`src/rtl/gcd_host.sv`:
```
// gcd_host: feeds operand pairs to ifc_gcd A/B FIFOs, returns (a,b,y) in issue order; optional watchdog via GCD_HOST_TIMEOUT_EN.
// Latency: issue is combinational (same cycle); response valid the cycle after y_en_o.
// Backpressure: commands stall on A/B full or MAX_OUTST outstanding; Y pops only when the response register can take it.
module gcd_host #(
    parameter int DW          = 4,
    parameter int MAX_OUTST   = 4,
    parameter int TIMEOUT_CYC = 255
) (
    input  logic                           clk_i,
    input  logic                           rst_ni,
    input  logic                           cmd_valid_i,
    output logic                           cmd_ready_o,
    input  logic [DW-1:0]                  cmd_a_i,
    input  logic [DW-1:0]                  cmd_b_i,
    output logic                           a_en_o,
    output logic                           b_en_o,
    output logic [DW-1:0]                  a_data_o,
    output logic [DW-1:0]                  b_data_o,
    input  logic                           a_rdy_i,
    input  logic                           b_rdy_i,
    input  logic                           y_rdy_i,
    input  logic [DW-1:0]                  y_data_i,
    output logic                           y_en_o,
    output logic                           rsp_valid_o,
    input  logic                           rsp_ready_i,
    output logic [DW-1:0]                  rsp_a_o,
    output logic [DW-1:0]                  rsp_b_o,
    output logic [DW-1:0]                  rsp_y_o,
    output logic [$clog2(MAX_OUTST+1)-1:0] outst_o,
    output logic                           timeout_o
);
    localparam int PW = $clog2(MAX_OUTST);
    localparam int CW = $clog2(MAX_OUTST+1);

    typedef struct packed {
        logic [DW-1:0] a;
        logic [DW-1:0] b;
    } pair_t;

    pair_t         track_mem [MAX_OUTST];
    pair_t         track_head;
    logic [PW-1:0] wr_ptr;
    logic [PW-1:0] rd_ptr;
    logic [CW-1:0] outst_q;
    logic [DW-1:0] a_last;
    logic [DW-1:0] b_last;
    logic          rsp_valid_q;
    logic [DW-1:0] rsp_a_q;
    logic [DW-1:0] rsp_b_q;
    logic [DW-1:0] rsp_y_q;
    logic          issue;
    logic          retire;
    logic          track_nonempty;

    // The tracking FIFO holds exactly the outstanding pairs, so its occupancy is outst_q.
    assign track_nonempty = (outst_q != '0);
    assign track_head     = track_mem[rd_ptr];

    assign cmd_ready_o = a_rdy_i & b_rdy_i & (outst_q < CW'(MAX_OUTST));
    assign issue       = cmd_valid_i & cmd_ready_o;
    assign a_en_o      = issue;
    assign b_en_o      = issue;
    assign a_data_o    = issue ? cmd_a_i : a_last;
    assign b_data_o    = issue ? cmd_b_i : b_last;

    assign y_en_o = y_rdy_i & track_nonempty & (!rsp_valid_q | rsp_ready_i);
    assign retire = y_en_o;

    assign rsp_valid_o = rsp_valid_q;
    assign rsp_a_o     = rsp_a_q;
    assign rsp_b_o     = rsp_b_q;
    assign rsp_y_o     = rsp_y_q;
    assign outst_o     = outst_q;

    always_ff @(posedge clk_i) begin
        if (issue) begin
            track_mem[wr_ptr] <= '{a: cmd_a_i, b: cmd_b_i};
        end
    end

    always_ff @(posedge clk_i or negedge rst_ni) begin
        if (!rst_ni) begin
            wr_ptr  <= '0;
            rd_ptr  <= '0;
            outst_q <= '0;
            a_last  <= '0;
            b_last  <= '0;
        end else begin
            if (issue) begin
                wr_ptr <= wr_ptr + 1'b1;
                a_last <= cmd_a_i;
                b_last <= cmd_b_i;
            end
            if (retire) begin
                rd_ptr <= rd_ptr + 1'b1;
            end
            case ({issue, retire})
                2'b10:   outst_q <= outst_q + 1'b1;
                2'b01:   outst_q <= outst_q - 1'b1;
                default: outst_q <= outst_q;
            endcase
        end
    end

    always_ff @(posedge clk_i or negedge rst_ni) begin
        if (!rst_ni) begin
            rsp_valid_q <= 1'b0;
            rsp_a_q     <= '0;
            rsp_b_q     <= '0;
            rsp_y_q     <= '0;
        end else if (retire) begin
            rsp_valid_q <= 1'b1;
            rsp_a_q     <= track_head.a;
            rsp_b_q     <= track_head.b;
            rsp_y_q     <= y_data_i;
        end else if (rsp_ready_i) begin
            rsp_valid_q <= 1'b0;
        end
    end

`ifdef GCD_HOST_TIMEOUT_EN
    localparam int TW = $clog2(TIMEOUT_CYC+1);

    logic [TW-1:0] wd_cnt;
    logic          timeout_q;

    // Counter saturates at the limit; the flag is sticky until reset.
    always_ff @(posedge clk_i or negedge rst_ni) begin
        if (!rst_ni) begin
            wd_cnt    <= '0;
            timeout_q <= 1'b0;
        end else begin
            if (retire || (outst_q == '0)) begin
                wd_cnt <= '0;
            end else if (wd_cnt != TW'(TIMEOUT_CYC)) begin
                wd_cnt <= wd_cnt + 1'b1;
            end
            if (wd_cnt == TW'(TIMEOUT_CYC)) begin
                timeout_q <= 1'b1;
            end
        end
    end

    assign timeout_o = timeout_q;
`else
    logic unused_timeout_cyc;
    assign unused_timeout_cyc = ^TIMEOUT_CYC;
    assign timeout_o          = 1'b0;
`endif

endmodule

```
`config.mk`:
```
export PLATFORM = sky130hd
export DESIGN_NAME = gcd_host
export DESIGN_NICKNAME = d
export VERILOG_FILES = /design/src/rtl/gcd_host.sv
export SDC_FILE = /design/constraint.sdc
export NUM_CORES = 1
export LEC_CHECK = 0
export ABC_AREA = 0
export BUFFER_PORTS_ARGS = -buffer_cell sky130_fd_sc_hd__buf_4
export CORE_UTILIZATION = 45
export DETAILED_ROUTE_END_ITERATION = 7
export PLACE_DENSITY = 0.67
export SYNTH_ARGS = -nofsm -noshare
export SYNTH_HDL_FRONTEND = slang
export SYNTH_SLANG_ARGS = --single-unit
```
`constraint.sdc`:
```
create_clock -name clk_i -period 2.6 [get_ports clk_i]
set_input_delay 0.26 -clock clk_i [delete_from_list [all_inputs] [get_ports clk_i]]
set_output_delay 0.26 -clock clk_i [all_outputs]
set_load 0.005 [all_outputs]
```
==> results.cfg, run 1 <==
[timing]
finalWorstSetupSlack_ps = 475
rsz0062_at_grt = no
final.setup.tns_ps = 0
hold_viol = 0
setup_violations = 0
skew_ps = 6.76
post-route-min-period_ps = 2120
finalCritPeriodShare_pct = 81.7
slew_viol_final = 0
max_slew_margin_pct = 63.3
max_slew.worst_pin.slew_ps = 551
max_freq_ghz = 0.471

[floorplan]
die_x_um = 75.9
start_util_pct = 47.5
io_pins = 48
num_rows = 26
die_y_um = 75.9
die_area_mm2 = 0.00576
core_mm2 = 0.00517

[critical_path]
path_class = flip-flop to output port
path_max_fanout = 17
reg2reg_depth = 8
cp.required_ps = 2340
end_kind = output port
worst-endpoint-arrival_ps = 1860
startpoint_type = flip-flop

[layout]
mostFrequentLayoutCells = 48 x buf_4, 32 x edfxtp_1, 28 x dfrtp_1, 10 x mux2_2, 10 x clkbuf_8
utilization_pct = 57.9
drive_gt1_share_pct = 45.5
final-instance-count-excl-fill = 259
syn_to_final_growth_pct = 21.9
fillers = 404
seq_area_mm2 = 0.00166
final_cell_area_mm2 = 0.00299
final_common_cell = buf_4
multiInputGateArea_um2 = 688
antenna_cells = 0
fin_nets = 209

[clocking]
cts_tree = built
cts_buffers = 9
clock-sinks = 60
cts_setup_buffers = 0
clk_latency_ps = 330
clk_pin_slew_worst_paths_ps = 60
root_buffer = clkbuf_8
cts.htree.levels = 3
clockBufferDepth = 2

[yosys]
synth_edf_count = 32
netlist.area_leader.share_pct = 39.1
avgSynthCellArea_um2 = 18.6
netlist_area_mm2 = 0.00246
synth_nets = 157
synthesis.instances = 132
yosys_register_bits = 60
synth_seq_area_share_pct = 67.7
synth_area_leaders = edfxtp_1 39%, dfrtp_1 29%, mux4_2 7.3%
synth-main-ff-cell = edfxtp_1
ys.warnings.count = 0
yosysTopAreaCell = edfxtp_1
synthArstFlopShare_pct = 46.7
yosysUniqueCellTypes = 26

[pwr]
clockPowerShare_pct = 22.3
pwr-share-comb_pct = 31.1
internal_power_w = 0.00224
power_leakage_nw = 1.24
p_switching_w = 0.000838
powerDensity_mw_per_mm2 = 1030
p_seq_share_pct = 46.6
ir_drop_v = 0.000504
swShare_pct = 27.3

[placed_design]
place_congestion = 0.695
dp_cells = 242
place_ws_ps = 707
dpl_cell_area_mm2 = 0.00282
io_buffers = 46
hpwl_um = 2710

[drt]
drc = 0
drt_iter0_drc = 80
drt_pass1_iterations = 4
route.top_layer_used = met4
drt_wl_total_um = 4030
wl_met1_um = 1640
ant_nets = 0
vias_per_cell = 4.85
wl_met2_um = 2080
vias = 1256
wl_per_cell_um = 15.5
dr_wl_met3_um = 220

[global_routing]
track_usage_pct = 16.1
grt_pass1_wl_um = 6170
grt-ovfl-total = 0
grt_max_degree = 29
grt_pass1_vias = 1256
antenna_found_initial = 0

[hold_path]
hold_class = input port to flip-flop
min_path_cells = 1

[job]
cap_violations = 0

[run_status]
status = finished, final reports clean
==> sequential cells by signal (all words and copies together) (netlist names) <==
signal       flops
a_last           4
b_last           4
outst_o          3
rd_ptr           2
rsp_a_o          4
rsp_b_o          4
rsp_valid_o      1
rsp_y_o          4
track_mem       32
wr_ptr           2
==> cells in the mapped netlist, types with 2 or more instances <==
master    number
ha_1           5
nor2_1         2
buf_6          3
mux4_2         8
mux2_2        10
mux2_4         8
buf_4          3
and2_1         4
xnor2_1        4
mux2_1         2
inv_1          7
nand2_1        3
edfxtp_1      32
dfrtp_1       28
xor2_1         2
==> layout make-up <==
cell class / instances / area share, %
multi-input combinational: 57 / 23.0
timing repair buffer: 49 / 12.4
inverter: 7 / 0.878
clock buffer: 16 / 5.35
tap: 70 / 2.93
sequential: 60 / 55.5
==> cell families (layout without fill, tap and decap cells) <==
family,Yosys count,count (layout),synth area share (%)
compound gates,2,2,1.07
xor+xnor,6,6,2.14
fa+ha+maj,6,6,3.36
buf+inv,15,72,4.33
flops,60,60,67.7
mux,29,29,18.1
other cells,1,1,0.153
simple gates,13,13,3.16
==> layer usage <==
layer / vias up / track usage (%)
li1: 577 / -
met4: 0 / 9.26
met5: - / 0
met1: 628 / 18.5
met3: 12 / 5.03
met2: 39 / 26.7
==> through the flow <==
stage / total power, W / hold WS [ps]
global route: 0.00329 / 125
global placement: 0.00238 / 199
finish: 0.00307 / 141
floorplan: 0.00201 / -35.6
detailed placement: 0.00242 / 209
CTS: 0.00313 / 125
==> repair_timing <==
item	4_1_cts	5_1_grt
gates resized for setup	0	0
hold buffers	1	0
hold endpoints to repair	28	0
==> power by group through the flow <==
stage          clock (W)  sequential (W)  combinational, W
2_1_floorplan          0         0.00137          0.000635
3_3_place_gp           0         0.00144          0.000936
3_5_place_dp           0         0.00146          0.000967
4_1_cts         0.000710         0.00144          0.000976
5_1_grt         0.000762         0.00147           0.00106
6_report        0.000685         0.00143          0.000956
==> critical path, stage by stage (launching register included) <==
cell	delay, ps
dfrtp_1	470
and4b_1	310
buf_4	240
mux2_2	390
buf_4	140
==> worst paths after layout <==
check,startpoint,slack (ps),endpoint
worst min-delay path,cmd_a_i[3],140,track_mem[0][7]
min in group asynchronous,rst_ni,400,rsp_b_o[2]
worst max-delay path,outst_o[2],480,a_data_o[1]
max in group asynchronous,rst_ni,1920,a_last[2]
worst min register to register,a_last[2],480,a_last[2]
worst max register to register,outst_o[2],670,outst_o[2]
No activity file was read; power rests on OpenSTA's default activity.
==> run 2: changes to the inputs <==
Clock period 2.6 ns to 2 ns, I/O delays scaled along.
==> run 2 against run 1 <==
Net effect:
- hold slack lost 55 ps
- power grew 37%
- sequential power grew 27%
- critical path type unchanged
==> results.cfg, run 2 (synthesized netlist as in run 1, its figures left out) <==
[run_status]
status = finished, final reports clean

[pwr]
powerDensity_mw_per_mm2 = 1380
power_leakage_nw = 1.27
ir_drop_v = 0.000696

[critical_path]
r2r_start = outst_o[2]
cp.required_ps = 1800
path_class = flip-flop to output port
path_max_fanout = 10
end_kind = output port
worst-endpoint-arrival_ps = 1750
startpoint_type = flip-flop
cp-startpoint = outst_o[2]

[clocking]
cts_buffers = 9
cts_tree = built
cts.htree.levels = 3
clock-sinks = 60
clockBufferDepth = 2
clk_latency_ps = 330
clk_pin_slew_worst_paths_ps = 60
root_buffer = clkbuf_8

[drt]
wl_per_cell_um = 16.4
drt_wl_total_um = 4290
drt_iter0_drc = 57
vias_per_cell = 4.96
drt_pass1_iterations = 4
ant_nets = 0
drc = 0
vias = 1294

[timing]
skew_ps = 8.67
post-route-min-period_ps = 1950
hold_viol = 0
slew_viol_final = 0
finalWorstSetupSlack_ps = 46.0
rsz0062_at_grt = yes
max_freq_ghz = 0.512
finalCritPeriodShare_pct = 97.7
setup_violations = 0

[layout]
fin_nets = 212
fillers = 399
mostFrequentLayoutCells = 50 x buf_4, 32 x edfxtp_1, 27 x dfrtp_1, 11 x mux2_2, 11 x clkbuf_8
multiInputGateArea_um2 = 688
largest_reg_flops = 32
antenna_cells = 0
largest_register = track_mem
utilization_pct = 59.1
seq_area_mm2 = 0.00166
drive_gt1_share_pct = 49.2
syn_to_final_growth_pct = 24.4
final_common_cell = buf_4
final_cell_area_mm2 = 0.00306

[global_routing]
grtUsageMet1_pct = 19.2
grt_busiest_layer = met2
grt_max_degree = 29
grt-ovfl-total = 0
antenna_found_initial = 0
grt_pass1_wl_um = 6650
met3_usage_pct = 5.69
track_usage_pct = 17.1
use_met2_pct = 29.8
grt_pass1_vias = 1377

[hold_path]
min_from = cmd_b_i[3]
hold_class = input port to flip-flop

[placed_design]
place_ws_ps = 145
place_congestion = 0.749
io_buffers = 46
dpl_cell_area_mm2 = 0.00283
hpwl_um = 3030

[floorplan]
die_x_um = 75.9
io_pins = 48
die_area_mm2 = 0.00576
num_rows = 26
die_y_um = 75.9
start_util_pct = 47.5
core_mm2 = 0.00517

[job]
cap_violations = 0
## run 2: cell count changes in the layout (fill, tap and decap cells not counted)
cell / change
buf_4: +2
clkinv_2: +1
dfrtp_1: -1
dfrtp_2: +1
mux2_1: -1
clkbuf_8: +1
buf_6: +1
clkbuf_1: -4
bufinv_16: +1
mux2_2: +1
## run 2: worst paths after layout
kind                              endpoint  depth (start not counted)  slack, ps
max reg2reg                track_mem[2][7]                          4        150
max                            a_data_o[0]                          4         50
max in group asynchronous       outst_o[2]                          2       1370
min in group asynchronous       rsp_b_o[2]                          2        330
min reg2reg                     rsp_y_o[3]                          1        490
min                        track_mem[2][3]                          1         90
## run 2: final cells by class
type,count,share of cell area [%]
Clock buffer,13,5.20
Clock inverter,2,1.15
Inverter,7,0.860
Multi-Input combinational cell,57,22.5
Sequential cell,60,54.4
Tap cell,70,2.87
Timing Repair Buffer,52,13.0
## run 2: critical path, stage by stage (launching register included)
cell     delay (ps)
dfrtp_2         450
and4b_1         300
buf_6           170
mux2_2          360
buf_4           140
## run 2: timing repair
action,CTS,global route
gates resized for setup,1,2
buffers inserted,2,0
hold buffers,1,0
hold endpoints to repair,28,0
setup endpoints to repair,8,9
## run 2: metrics by stage
step / std cells / TNS (ps) / total power [W] / hold WS, ps
global route: 261 / -97.0 / 0.00448 / 65.0
CTS: 261 / 0 / 0.00425 / 73.1
global placement: 243 / 0 / 0.00312 / 135
finish: 261 / 0 / 0.00420 / 86.1
detailed placement: 243 / 0 / 0.00318 / 147
floorplan: 132 / 0 / 0.00261 / -95.6
## run 2: power by group
group          total, W  switching (W)  internal [W]
Sequential      0.00182       0.000211       0.00161
Combinational   0.00132       0.000488      0.000831
Clock           0.00106       0.000426      0.000636
## run 2: routing by layer
layer | up-vias | wire length, um
met5 | - | 0
li1 | 580 | -
met3 | 4 | 187
met2 | 34 | 2300
met4 | 0 | 34
met1 | 676 | 1780
==> run 3: changes to the inputs <==
Settings changed: CORE_UTILIZATION 45 to 54, PLACE_DENSITY 0.67 to 0.78.
Clock period 2 ns to 2.1 ns, I/O delays scaled along.
==> run 3 against run 2 <==
Net effect:
- first-iteration DRC count is 5.3% higher
- clock power hardly changed
- setup slack better by 43 ps
- combinational power is 4% lower
- critical path type unchanged
- highest routed layer unchanged
==> results.cfg, run 3 (synthesized netlist as in run 1, its figures left out) <==
[floorplan]
die_area_mm2 = 0.00482
start_util_pct = 56.4
num_rows = 24
die_x_um = 69.4
io_pins = 48
die_y_um = 69.4
core_mm2 = 0.00435

[layout]
antenna_cells = 0
seq_area_mm2 = 0.00166
mostFrequentLayoutCells = 48 x buf_4, 32 x edfxtp_1, 27 x dfrtp_1, 12 x clkbuf_8, 10 x mux2_2
utilization_pct = 69.7
largest_register = track_mem
largest_reg_flops = 32
fin_nets = 210
fillers = 292
final_common_cell = buf_4
final_cell_area_mm2 = 0.00304
drive_gt1_share_pct = 48.4
syn_to_final_growth_pct = 23.6
multiInputGateArea_um2 = 689

[drt]
drt_iter0_drc = 60
vias = 1262
wl_per_cell_um = 18.2
drt_pass1_iterations = 4
ant_nets = 0
drt_wl_total_um = 4390
drc = 0
vias_per_cell = 5.21

[pwr]
p_seq_share_pct = 42.7
p_switching_w = 0.00109
pwr-share-comb_pct = 31.1
clockPowerShare_pct = 26.2
swShare_pct = 26.8
powerDensity_mw_per_mm2 = 1340
internal_power_w = 0.00297
power_leakage_nw = 1.27
ir_drop_v = 0.000628

[timing]
max_freq_ghz = 0.497
hold_viol = 0
slew_viol_final = 0
post-route-min-period_ps = 2010
finalWorstSetupSlack_ps = 88.8
finalCritPeriodShare_pct = 95.8
rsz0062_at_grt = no
setup_violations = 0
skew_ps = 6.64
final.setup.tns_ps = 0

[clocking]
clock-sinks = 60
clk_pin_slew_worst_paths_ps = 70
clockBufferDepth = 2
cts_setup_buffers = 0
cts_tree = built
cts.htree.levels = 3
cts_buffers = 9
clk_latency_ps = 330
root_buffer = clkbuf_8

[hold_path]
hold_class = input port to flip-flop
min_from = cmd_b_i[0]

[global_routing]
grt_pass1_wl_um = 7230
grt-ovfl-total = 0
grt_max_degree = 29
track_usage_pct = 21.1
grt_pass1_vias = 1436
antenna_found_initial = 0

[run_status]
status = finished, final reports clean

[placed_design]
place_congestion = 0.768
place_ws_ps = 177
hpwl_um = 2970
dpl_cell_area_mm2 = 0.00281
io_buffers = 46

[critical_path]
r2r_start = outst_o[2]
startpoint_type = flip-flop
path_class = flip-flop to output port
cp-startpoint = outst_o[2]
worst-endpoint-arrival_ps = 1800
reg2reg_slack_ps = 190
cp.required_ps = 1890
end_kind = output port
path_max_fanout = 17

[job]
cap_violations = 0
run 3: cell types whose count changed in the layout (fill, tap and decap cells not counted), sizes merged:
cell / previous run / this run
buf: 51 / 49
clkbuf: 13 / 15
clkinv: 1 / 0
run 3: per-stage QoR:
stage | hold WS [ps] | std cells | power [W]
4_1_cts | 78.7 | 242 | 0.00411
3_5_place_dp | 157 | 225 | 0.00304
2_1_floorplan | -85.6 | 132 | 0.00249
3_3_place_gp | 149 | 225 | 0.00296
5_1_grt | 79.0 | 242 | 0.00430
6_report | 90.1 | 242 | 0.00406
run 3: critical path, cell delays in order (launching register included):
cell	delay [ps]
dfrtp_2	450
and4b_2	340
buf_8	180
mux2_2	360
buf_4	140
run 3: final timing paths:
path / depth (start not counted) / end
worst max-delay path: 4 / a_data_o[0]
worst min-delay path: 1 / track_mem[1][0]
worst max register to register: 8 / outst_o[2]
worst min register to register: 1 / a_last[2]
max in group asynchronous: 2 / outst_o[2]
min in group asynchronous: 2 / b_last[0]
run 3: power by group through the flow:
stage | clock network, W | registers (W) | logic (W)
floorplan | 0 | 0.00170 | 0.000786
global placement | 0 | 0.00173 | 0.00122
detailed placement | 0 | 0.00176 | 0.00128
CTS | 0.00108 | 0.00174 | 0.00129
global route | 0.00113 | 0.00177 | 0.00139
finish | 0.00107 | 0.00173 | 0.00127
run 3: repair_timing:
item,CTS,global route
endpoints found under the hold margin,28,0
setup endpoints to repair,5,9
hold buffers,1,0
gates resized for setup,1,3
cloned,0,0
pin swaps,0,0
run 3: cell type report:
type / instances / share of cell area (%)
clock buffer: 15 / 5.81
clock inverter: 1 / 0.989
inverter: 7 / 0.866
multi-input combinational: 57 / 22.7
sequential: 60 / 54.8
tap: 52 / 2.14
timing repair buffer: 50 / 12.7
run 3: routing by layer:
layer | GRT usage, % | wire [um] | vias up
li1 | - | - | 575
met1 | 24.0 | 1750 | 627
met2 | 35.8 | 2290 | 45
met3 | 4.65 | 196 | 15
met4 | 14.1 | 161 | 0
met5 | 0 | 0 | -
